$ cat src/rtl/xbus_interconnect_pkg.sv
// xbus_interconnect_pkg: shared bus widths, default slave count and FSM state encoding
package xbus_interconnect_pkg;
  localparam int XBUS_AW = 32;
  localparam int XBUS_DW = 32;
  localparam int XBUS_BEW = 4;
  localparam int XBUS_NSLAVES = 4;
  typedef enum logic [1:0] {
    XBUS_ST_IDLE   = 2'd0,
    XBUS_ST_ACCESS = 2'd1,
    XBUS_ST_RESP   = 2'd2
  } xbus_state_t;
endpackage

$ cat src/rtl/xbus_interconnect_addr_decode.sv
// xbus_interconnect_addr_decode: combinational base/mask window decoder, lowest index wins
// Ports:
//   addr - request address
//   hit  - address falls in at least one slave window
//   sel  - one-hot select of the lowest hitting slave (zero on miss)
//   idx  - binary index of the lowest hitting slave (zero on miss)
module xbus_interconnect_addr_decode
  import xbus_interconnect_pkg::*;
#(
  parameter int NSLAVES = XBUS_NSLAVES,
  parameter int IW = 2,
  parameter logic [NSLAVES*32-1:0] SLAVE_BASE = {NSLAVES{32'h0}},
  parameter logic [NSLAVES*32-1:0] SLAVE_MASK = {NSLAVES{32'hFFFF_0000}}
) (
  input  logic [XBUS_AW-1:0] addr,
  output logic               hit,
  output logic [NSLAVES-1:0] sel,
  output logic [IW-1:0]      idx
);
  // Scanning from the top index down lets the lowest hitting index overwrite the rest.
  always_comb begin
    hit = 1'b0;
    sel = '0;
    idx = '0;
    for (int i = NSLAVES - 1; i >= 0; i--) begin
      if ((addr & SLAVE_MASK[32*i+:32]) == (SLAVE_BASE[32*i+:32] & SLAVE_MASK[32*i+:32])) begin
        hit = 1'b1;
        idx = IW'(i);
        sel = '0;
        sel[i] = 1'b1;
      end
    end
  end
endmodule

$ cat src/rtl/xbus_interconnect.sv
// xbus_interconnect: single-master / N-slave bus with registered request path and error response
// Ports:
//   clk, rst (sync, active-low)
//   m_as/m_we/m_be/m_addr/m_wdata - master request, m_as held until m_ready
//   m_rdata/m_ready/m_err         - registered one-cycle response, m_err flags miss/timeout
//   s_cs/s_we/s_be/s_addr/s_wdata - registered slave request, s_cs one-hot
//   s_rdata/s_ready               - packed per-slave read data and completion
// Optional: define XBUS_TIMEOUT_EN to abort accesses after TIMEOUT_CYC ACCESS cycles.
module xbus_interconnect
  import xbus_interconnect_pkg::*;
#(
  parameter int NSLAVES = XBUS_NSLAVES,
  parameter logic [NSLAVES*32-1:0] SLAVE_BASE = {NSLAVES{32'h0}},
  parameter logic [NSLAVES*32-1:0] SLAVE_MASK = {NSLAVES{32'hFFFF_0000}},
  parameter int TIMEOUT_CYC = 256
) (
  input  logic                       clk,
  input  logic                       rst,
  input  logic                       m_as,
  input  logic                       m_we,
  input  logic [XBUS_BEW-1:0]        m_be,
  input  logic [XBUS_AW-1:0]         m_addr,
  input  logic [XBUS_DW-1:0]         m_wdata,
  output logic [XBUS_DW-1:0]         m_rdata,
  output logic                       m_ready,
  output logic                       m_err,
  output logic [NSLAVES-1:0]         s_cs,
  output logic                       s_we,
  output logic [XBUS_BEW-1:0]        s_be,
  output logic [XBUS_AW-1:0]         s_addr,
  output logic [XBUS_DW-1:0]         s_wdata,
  input  logic [NSLAVES*XBUS_DW-1:0] s_rdata,
  input  logic [NSLAVES-1:0]         s_ready
);
  localparam int IW = NSLAVES > 1 ? $clog2(NSLAVES) : 1;
  xbus_state_t state_d, state_q;
  logic [IW-1:0] sel_d, sel_q;
  logic [NSLAVES-1:0] cs_d, cs_q;
  logic we_d, we_q, ready_d, ready_q, err_d, err_q;
  logic [XBUS_BEW-1:0] be_d, be_q;
  logic [XBUS_AW-1:0] addr_d, addr_q;
  logic [XBUS_DW-1:0] wdata_d, wdata_q, rdata_d, rdata_q;
  logic dec_hit;
  logic [NSLAVES-1:0] dec_sel;
  logic [IW-1:0] dec_idx;
`ifdef XBUS_TIMEOUT_EN
  localparam int CW = $clog2(TIMEOUT_CYC) > 8 ? $clog2(TIMEOUT_CYC) : 8;
  logic [CW-1:0] cnt_d, cnt_q;
`endif
  xbus_interconnect_addr_decode #(
    .NSLAVES(NSLAVES), .IW(IW), .SLAVE_BASE(SLAVE_BASE), .SLAVE_MASK(SLAVE_MASK)
  ) u_dec (
    .addr(m_addr), .hit(dec_hit), .sel(dec_sel), .idx(dec_idx)
  );
  always_comb begin
    state_d = state_q;
    sel_d = sel_q;
    cs_d = cs_q;
    we_d = we_q;
    be_d = be_q;
    addr_d = addr_q;
    wdata_d = wdata_q;
    rdata_d = rdata_q;
    ready_d = 1'b0;
    err_d = 1'b0;
`ifdef XBUS_TIMEOUT_EN
    cnt_d = cnt_q;
`endif
    if (state_q == XBUS_ST_IDLE && m_as) begin
      we_d = m_we;
      be_d = m_be;
      addr_d = m_addr;
      wdata_d = m_wdata;
      sel_d = dec_idx;
      cs_d = dec_sel;
      state_d = dec_hit ? XBUS_ST_ACCESS : XBUS_ST_RESP;
      ready_d = !dec_hit;
      err_d = !dec_hit;
      rdata_d = dec_hit ? rdata_q : '0;
`ifdef XBUS_TIMEOUT_EN
      cnt_d = '0;
`endif
    end else if (state_q == XBUS_ST_ACCESS) begin
      // Only the selected slave's ready counts; a ready arriving on the timeout cycle still wins.
      if (s_ready[sel_q]) begin
        rdata_d = s_rdata[{sel_q, 5'b0}+:XBUS_DW];
        ready_d = 1'b1;
        cs_d = '0;
        state_d = XBUS_ST_RESP;
      end
`ifdef XBUS_TIMEOUT_EN
      else if (cnt_q == CW'(TIMEOUT_CYC - 1)) begin
        rdata_d = '0;
        ready_d = 1'b1;
        err_d = 1'b1;
        cs_d = '0;
        state_d = XBUS_ST_RESP;
      end else
        cnt_d = cnt_q + CW'(1);
`endif
    end else if (state_q == XBUS_ST_RESP)
      state_d = XBUS_ST_IDLE;
  end
  always_ff @(posedge clk) begin
    if (!rst) begin
      state_q <= XBUS_ST_IDLE;
      sel_q <= '0;
      cs_q <= '0;
      we_q <= 1'b0;
      be_q <= '0;
      addr_q <= '0;
      wdata_q <= '0;
      rdata_q <= '0;
      ready_q <= 1'b0;
      err_q <= 1'b0;
`ifdef XBUS_TIMEOUT_EN
      cnt_q <= '0;
`endif
    end else begin
      state_q <= state_d;
      sel_q <= sel_d;
      cs_q <= cs_d;
      we_q <= we_d;
      be_q <= be_d;
      addr_q <= addr_d;
      wdata_q <= wdata_d;
      rdata_q <= rdata_d;
      ready_q <= ready_d;
      err_q <= err_d;
`ifdef XBUS_TIMEOUT_EN
      cnt_q <= cnt_d;
`endif
    end
  end
  assign m_rdata = rdata_q;
  assign m_ready = ready_q;
  assign m_err = err_q;
  assign s_cs = cs_q;
  assign s_we = we_q;
  assign s_be = be_q;
  assign s_addr = addr_q;
  assign s_wdata = wdata_q;
endmodule

$ cat config.mk
export PLATFORM = sky130hd
export DESIGN_NAME = xbus_interconnect
export DESIGN_NICKNAME = d
export VERILOG_FILES = /design/src/rtl/xbus_interconnect_pkg.sv /design/src/rtl/xbus_interconnect_addr_decode.sv /design/src/rtl/xbus_interconnect.sv
export SDC_FILE = /design/constraint.sdc
export NUM_CORES = 1
export LEC_CHECK = 0
export ABC_CLOCK_PERIOD_IN_PS = 3200
export CORE_AREA = 2 2 122 124
export CTS_CLUSTER_SIZE = 25
export DETAILED_ROUTE_END_ITERATION = 16
export DIE_AREA = 0 0 124 126
export PLACE_DENSITY = 0.77
export RECOVER_POWER = 25
export SLEW_MARGIN = 20
export SYNTH_ARGS = -nofsm -noshare
export SYNTH_HDL_FRONTEND = slang
export SYNTH_HIERARCHICAL = 1
export SYNTH_SLANG_ARGS = --single-unit
$ cat constraint.sdc
create_clock -name clk -period 3.2 [get_ports clk]
set_input_delay 0.64 -clock clk [delete_from_list [all_inputs] [get_ports clk]]
set_output_delay 0.64 -clock clk [all_outputs]
set_load 0.005 [all_outputs]
After elaboration in Yosys (flattened, before gate mapping)

Cells that the tools add are included.

Bits of input ports: 204
RAM bits: 0
Output and inout port bits: 107
Bits in latches: 0
Logic and storage cells: 41
Memories: 0
Register bits: 109
Bits in read-only memories: 0

Multiplexer cells: 17
Equality and inequality tests: 4
Reduce and logical (&&, ||, !) cells: 11
Order comparisons: 0
Multipliers: 0
Div/mod/pow operators: 0
Add/subtract/negate cells: 0
Shift-type cells: 0
Bitwise operators: 0

Operator list:

| operator           | number |
|---|---|
| $mux 32            | 4 |
| $logic_not 32->1   | 1 |
| $mux 4             | 3 |
| $mux 2             | 5 |
| $reduce_and 2->1   | 3 |
| $mux 1             | 5 |
| $reduce_bool 2->1  | 2 |
| $ne 3x2->1 const B | 1 |
| $reduce_and 3->1   | 1 |
| $reduce_bool 3->1  | 1 |
| $eq 2x1->1 const B | 1 |
| $eq 2x2->1 const B | 1 |
| $logic_not 2->1    | 1 |
| $ne 2x2->1 const B | 1 |
| $logic_and 1x1->1  | 1 |
| $logic_not 1->1    | 1 |

Longest topological paths before layout

Depth after elaboration: 4
Depth in mapped cells: 7
Mapped depth without buffers: 5

By module

The synthesis kept the hierarchy.

By module, submodules not included:

| module                        | sequential area each (sq um) | area an instance (sq um) | cells an instance | instances |
|---|---|---|---|---|
| xbus_interconnect             | 2222.1                       | 4936.0                   | 530               | 1 |
| xbus_interconnect_addr_decode | 0.0                          | 82.6                     | 12                | 1 |

Worst setup path after synthesis

Ideal clock, no wire load.

Kind: in2reg
From: in m_addr[20]
To: reg rdata_q[12], in the netlist m_rdata[12]
Buffers on the path: 2
Setup slack: 1.219 ns
Cell stages on the path: 7
Data arrival time: 1.911 ns
Required time: 3.130 ns
Cell sequence: nor4_1 > and4_1 > nand2b_1 > clkbuf_1 > buf_1 > nand3_1 > a21boi_1

Longest elaborated chain between the ends: 4

Ends and longest elaborated chain:

| element                           | line                                | RTL |
|---|---|---|
| from (decl)                       | xbus_interconnect.sv:22             | `input logic [XBUS_AW-1:0] m_addr,` |
| $logic_not 32->1                  | xbus_interconnect_addr_decode.sv:26 | `if ((addr & SLAVE_MASK[32*i+:32]) == (SLAVE_BASE[32*i+:32] & SLAVE_MASK[32*i+:32])) begin` |
| $mux 1                            | xbus_interconnect_addr_decode.sv:26 |  |
| named net dec_hit                 | xbus_interconnect.sv:43             | `logic dec_hit;` |
| $ne 2x2->1 (no source line)       | --                                  |  |
| $reduce_and 3->1 (no source line) | --                                  |  |
| to (signal assigned)              | xbus_interconnect.sv:127            | `rdata_q <= rdata_d;` |
| to (decl)                         | xbus_interconnect.sv:42             | `logic [XBUS_DW-1:0] wdata_d, wdata_q, rdata_d, rdata_q;` |

The timed path passes the listed nets, and every way through them passes these cells.
A chain may end at the register's enable or synchronous reset.

Worst setup path after layout

From: in m_as
To: reg addr_q[13], in the netlist s_addr[13]

Longest elaborated chain between the ends: 1

Ends and longest elaborated chain:

| element              | line                     | RTL |
|---|---|---|
| from (decl)          | xbus_interconnect.sv:19  | `input logic m_as,` |
| $logic_and 1x1->1    | xbus_interconnect.sv:69  | `if (state_q == XBUS_ST_IDLE && m_as) begin` |
| to (signal assigned) | xbus_interconnect.sv:125 | `addr_q <= addr_d;` |
| to (decl)            | xbus_interconnect.sv:41  | `logic [XBUS_AW-1:0] addr_d, addr_q;` |

No other way between the ends.

==> results.toml <==
[critical_path]
cp-endpoint = "s_addr[13]"
r2r_slack_ps = 1200
crit_start = "m_as"
critPathCaptureType = "flop"
cp-start-kind = "input pin"
required_ps = 3470
reg2reg_depth = 4
worstReg2RegEnd = "m_rdata[31]"
cp_max_fo = 56
path_class = "in2reg"
arrival_ps = 2570
worstReg2RegStart = "sel_q[0]"

[timing]
finalSetupTns_ps = 0
setup_slack_ps = 900.2
tightest_slew_ps = 853.0
finClkSkew_ps = 6.896
relSlewSlack_pct = 43.13
final_max_slew_viol_count = 0
hold_ws_ps = 448.7
fin_crit_ps = 2300
report.final.setup_viol = 0
rsz0062_at_grt = "false"
timing.fmax_mhz = 434.8
fin_crit_sh_pct = 71.87
finalHoldViolations = 0

[final_layout]
num-nets-final = 1028
synthToLayoutAreaGrowth_pct = 70.01
drive_above_1_share_pct = 7.479
stdcell_area_sq_um = 8532
nFillCells = 1240
final_cells = 1014

[yosys]
yosysWarningCount = 6
yosys-top-cells-count = "nand2_1 (178), dfxtp_1 (111), a21boi_1 (108), nand3_1 (36), mux4_2 (32)"
synthFlopType = "dfxtp_1"
yosysSeqAreaShare_pct = 44.28
yosysMostFrequentCell = "nand2_1"
synth-seq-cells = 111
async_flop_share_pct = 0
ys_types = 27
synth_edf_count = 0
post_synth.cell_area_avg_sq_um = 9.259
yosysTopAreaCell = "dfxtp_1"
syn_inst = 542
synth_top_area_share_pct = 44.28
syn_area_sq_um = 5019
synth_area_leaders = "dfxtp_1 (44%), a21boi_1 (16%), mux4_2 (14%)"

[routing]
wl_per_cell_um = 15.73
first_iter_violations = 246
routed_wl_um = 15950
drc_errors = 0
vias = 4926
viasPerCell = 4.858
ant_nets = 0
first_pass_iters = 4

[floorplanning]
ios = 311
num_rows = 44
core_area_sq_um = 14310
start_util_pct = 35.06
die_h_um = 126
die_area_sq_um = 15620
die_x_um = 124

[pwr]
power_leakage_nw = 3.181
ir_worst_vdd_mv = 0.2391
p_per_area_nw_per_um2 = 378.4

[global_routing]
grt_pass1_vias = 4735
antenna_found_initial = 1
overflow = 0
grt_start_max_net_pins = 71
grt_usage_pct = 19.84
grt_first_pass_wirelength_um = 24250

[run]
max_cap_viol_count = 0

[clock_network]
cts_buffer_depth = 2
cts_tree = "yes"
htreeDepth = 3
post-cts-setup-buffers = 0
numCtsBuffers = 9
clk_transition_reported_paths_ps = 80
cts-root-buf = "clkbuf_16"
post_cts_resized = 0
cts_hold_buf = 0
numClockSinks = 111
clkLatencyLatePin_ps = 340

[worst_hold_path]
hold_class = "reg2reg"
worstHoldStart = "s_wdata[18]"

[place]
place_worst_setup_slack_ps = 558.7
dpl.hpwl_um = 12180
gp_congestion = 0.7881
placedCellCount = 997
io_buffers = 310
placed_area_sq_um = 8232

[run_status]
status = "finished clean"
-- per-stage QoR --
step / utilization (%) / power (W)
floorplan: - / 0.001737
global placement: 57.51 / 0.002146
detailed placement: 57.51 / 0.002152
CTS: 59.59 / 0.003278
global route: 59.61 / 0.003373
finish: 59.61 / 0.003228
-- worst max-delay path, cell delays in order --
cell	delay (ps)
dlygate4sd3_1	570
or3b_1	740
buf_12	340
nand2_1	100
a21boi_1	160
-- layout by cell type (no fill, tap or decap), types with 2 or more instances in the layout --
master,instances
clkdlybuf4s50_1,256
nand2_1,178
dfxtp_1,110
a21boi_1,108
dlygate4sd3_1,53
nand3_1,36
mux4_2,32
clkbuf_16,9
buf_4,8
conb_1,5
nor4_1,4
buf_12,3
or3b_1,2
mux2i_1,2
a21oi_1,2
clkinv_4,2
-- worst min path at each step --
stage	end	cells past startpoint
final	s_wdata[18]	2
after global routing	s_addr[19]	2
after CTS	s_wdata[20]	2
after floorplan	s_addr[0]	2
after global placement	s_be[2]	2
after detailed placement	s_wdata[20]	2
-- sequential cells by signal (all words and copies together) (netlist names) --
signal,cells
s_be,4
s_cs,4
s_wdata,32
s_we,1
m_err,1
sel_q,2
state_q,2
m_ready,1
s_addr,32
m_rdata,32
-- logic make-up (layout without fill, tap and decap cells) --
| family | count (synthesis) | after routing | synth area share, % |
|---|---|---|---|
| buffers and inverters | 55 | 338 | 5.186 |
| and+or+nand+nor | 227 | 227 | 18.67 |
| AOI/OAI and AO/OA | 114 | 114 | 17.03 |
| DFF | 111 | 111 | 44.28 |
| muxes | 34 | 34 | 14.76 |
| other | 1 | 6 | 0.07472 |
-- power breakdown --
part | switching (W) | internal [W]
logic | 0.000208 | 0.000422
registers | 0.0000311 | 0.00144
clock network | 0.000518 | 0.000612
total | 0.000757 | 0.00247
-- per-layer routing --
metal / GRT usage, % / vias up / wire length, um
met4: 8.658 / 0 / 480
met2: 34.71 / 206 / 7883
met5: 0 / - / 0
met3: 4.755 / 27 / 1323
li1: - / 2417 / -
met1: 22.76 / 2276 / 6262
-- area by class of cell --
| class | instances | area [sq um] | share of cell area [%] |
|---|---|---|---|
| antenna | 1 | 2.502 | 0.02933 |
| clock buffer | 10 | 229.0 | 2.684 |
| clock inverter | 6 | 68.82 | 0.8066 |
| inverter | 1 | 3.754 | 0.04399 |
| multi-input combinational | 380 | 2556 | 29.96 |
| sequential | 111 | 2223 | 26.06 |
| tap | 184 | 230.2 | 2.698 |
| timing repair buffer | 321 | 3218 | 37.72 |
(Power assumes the default switching activity.)
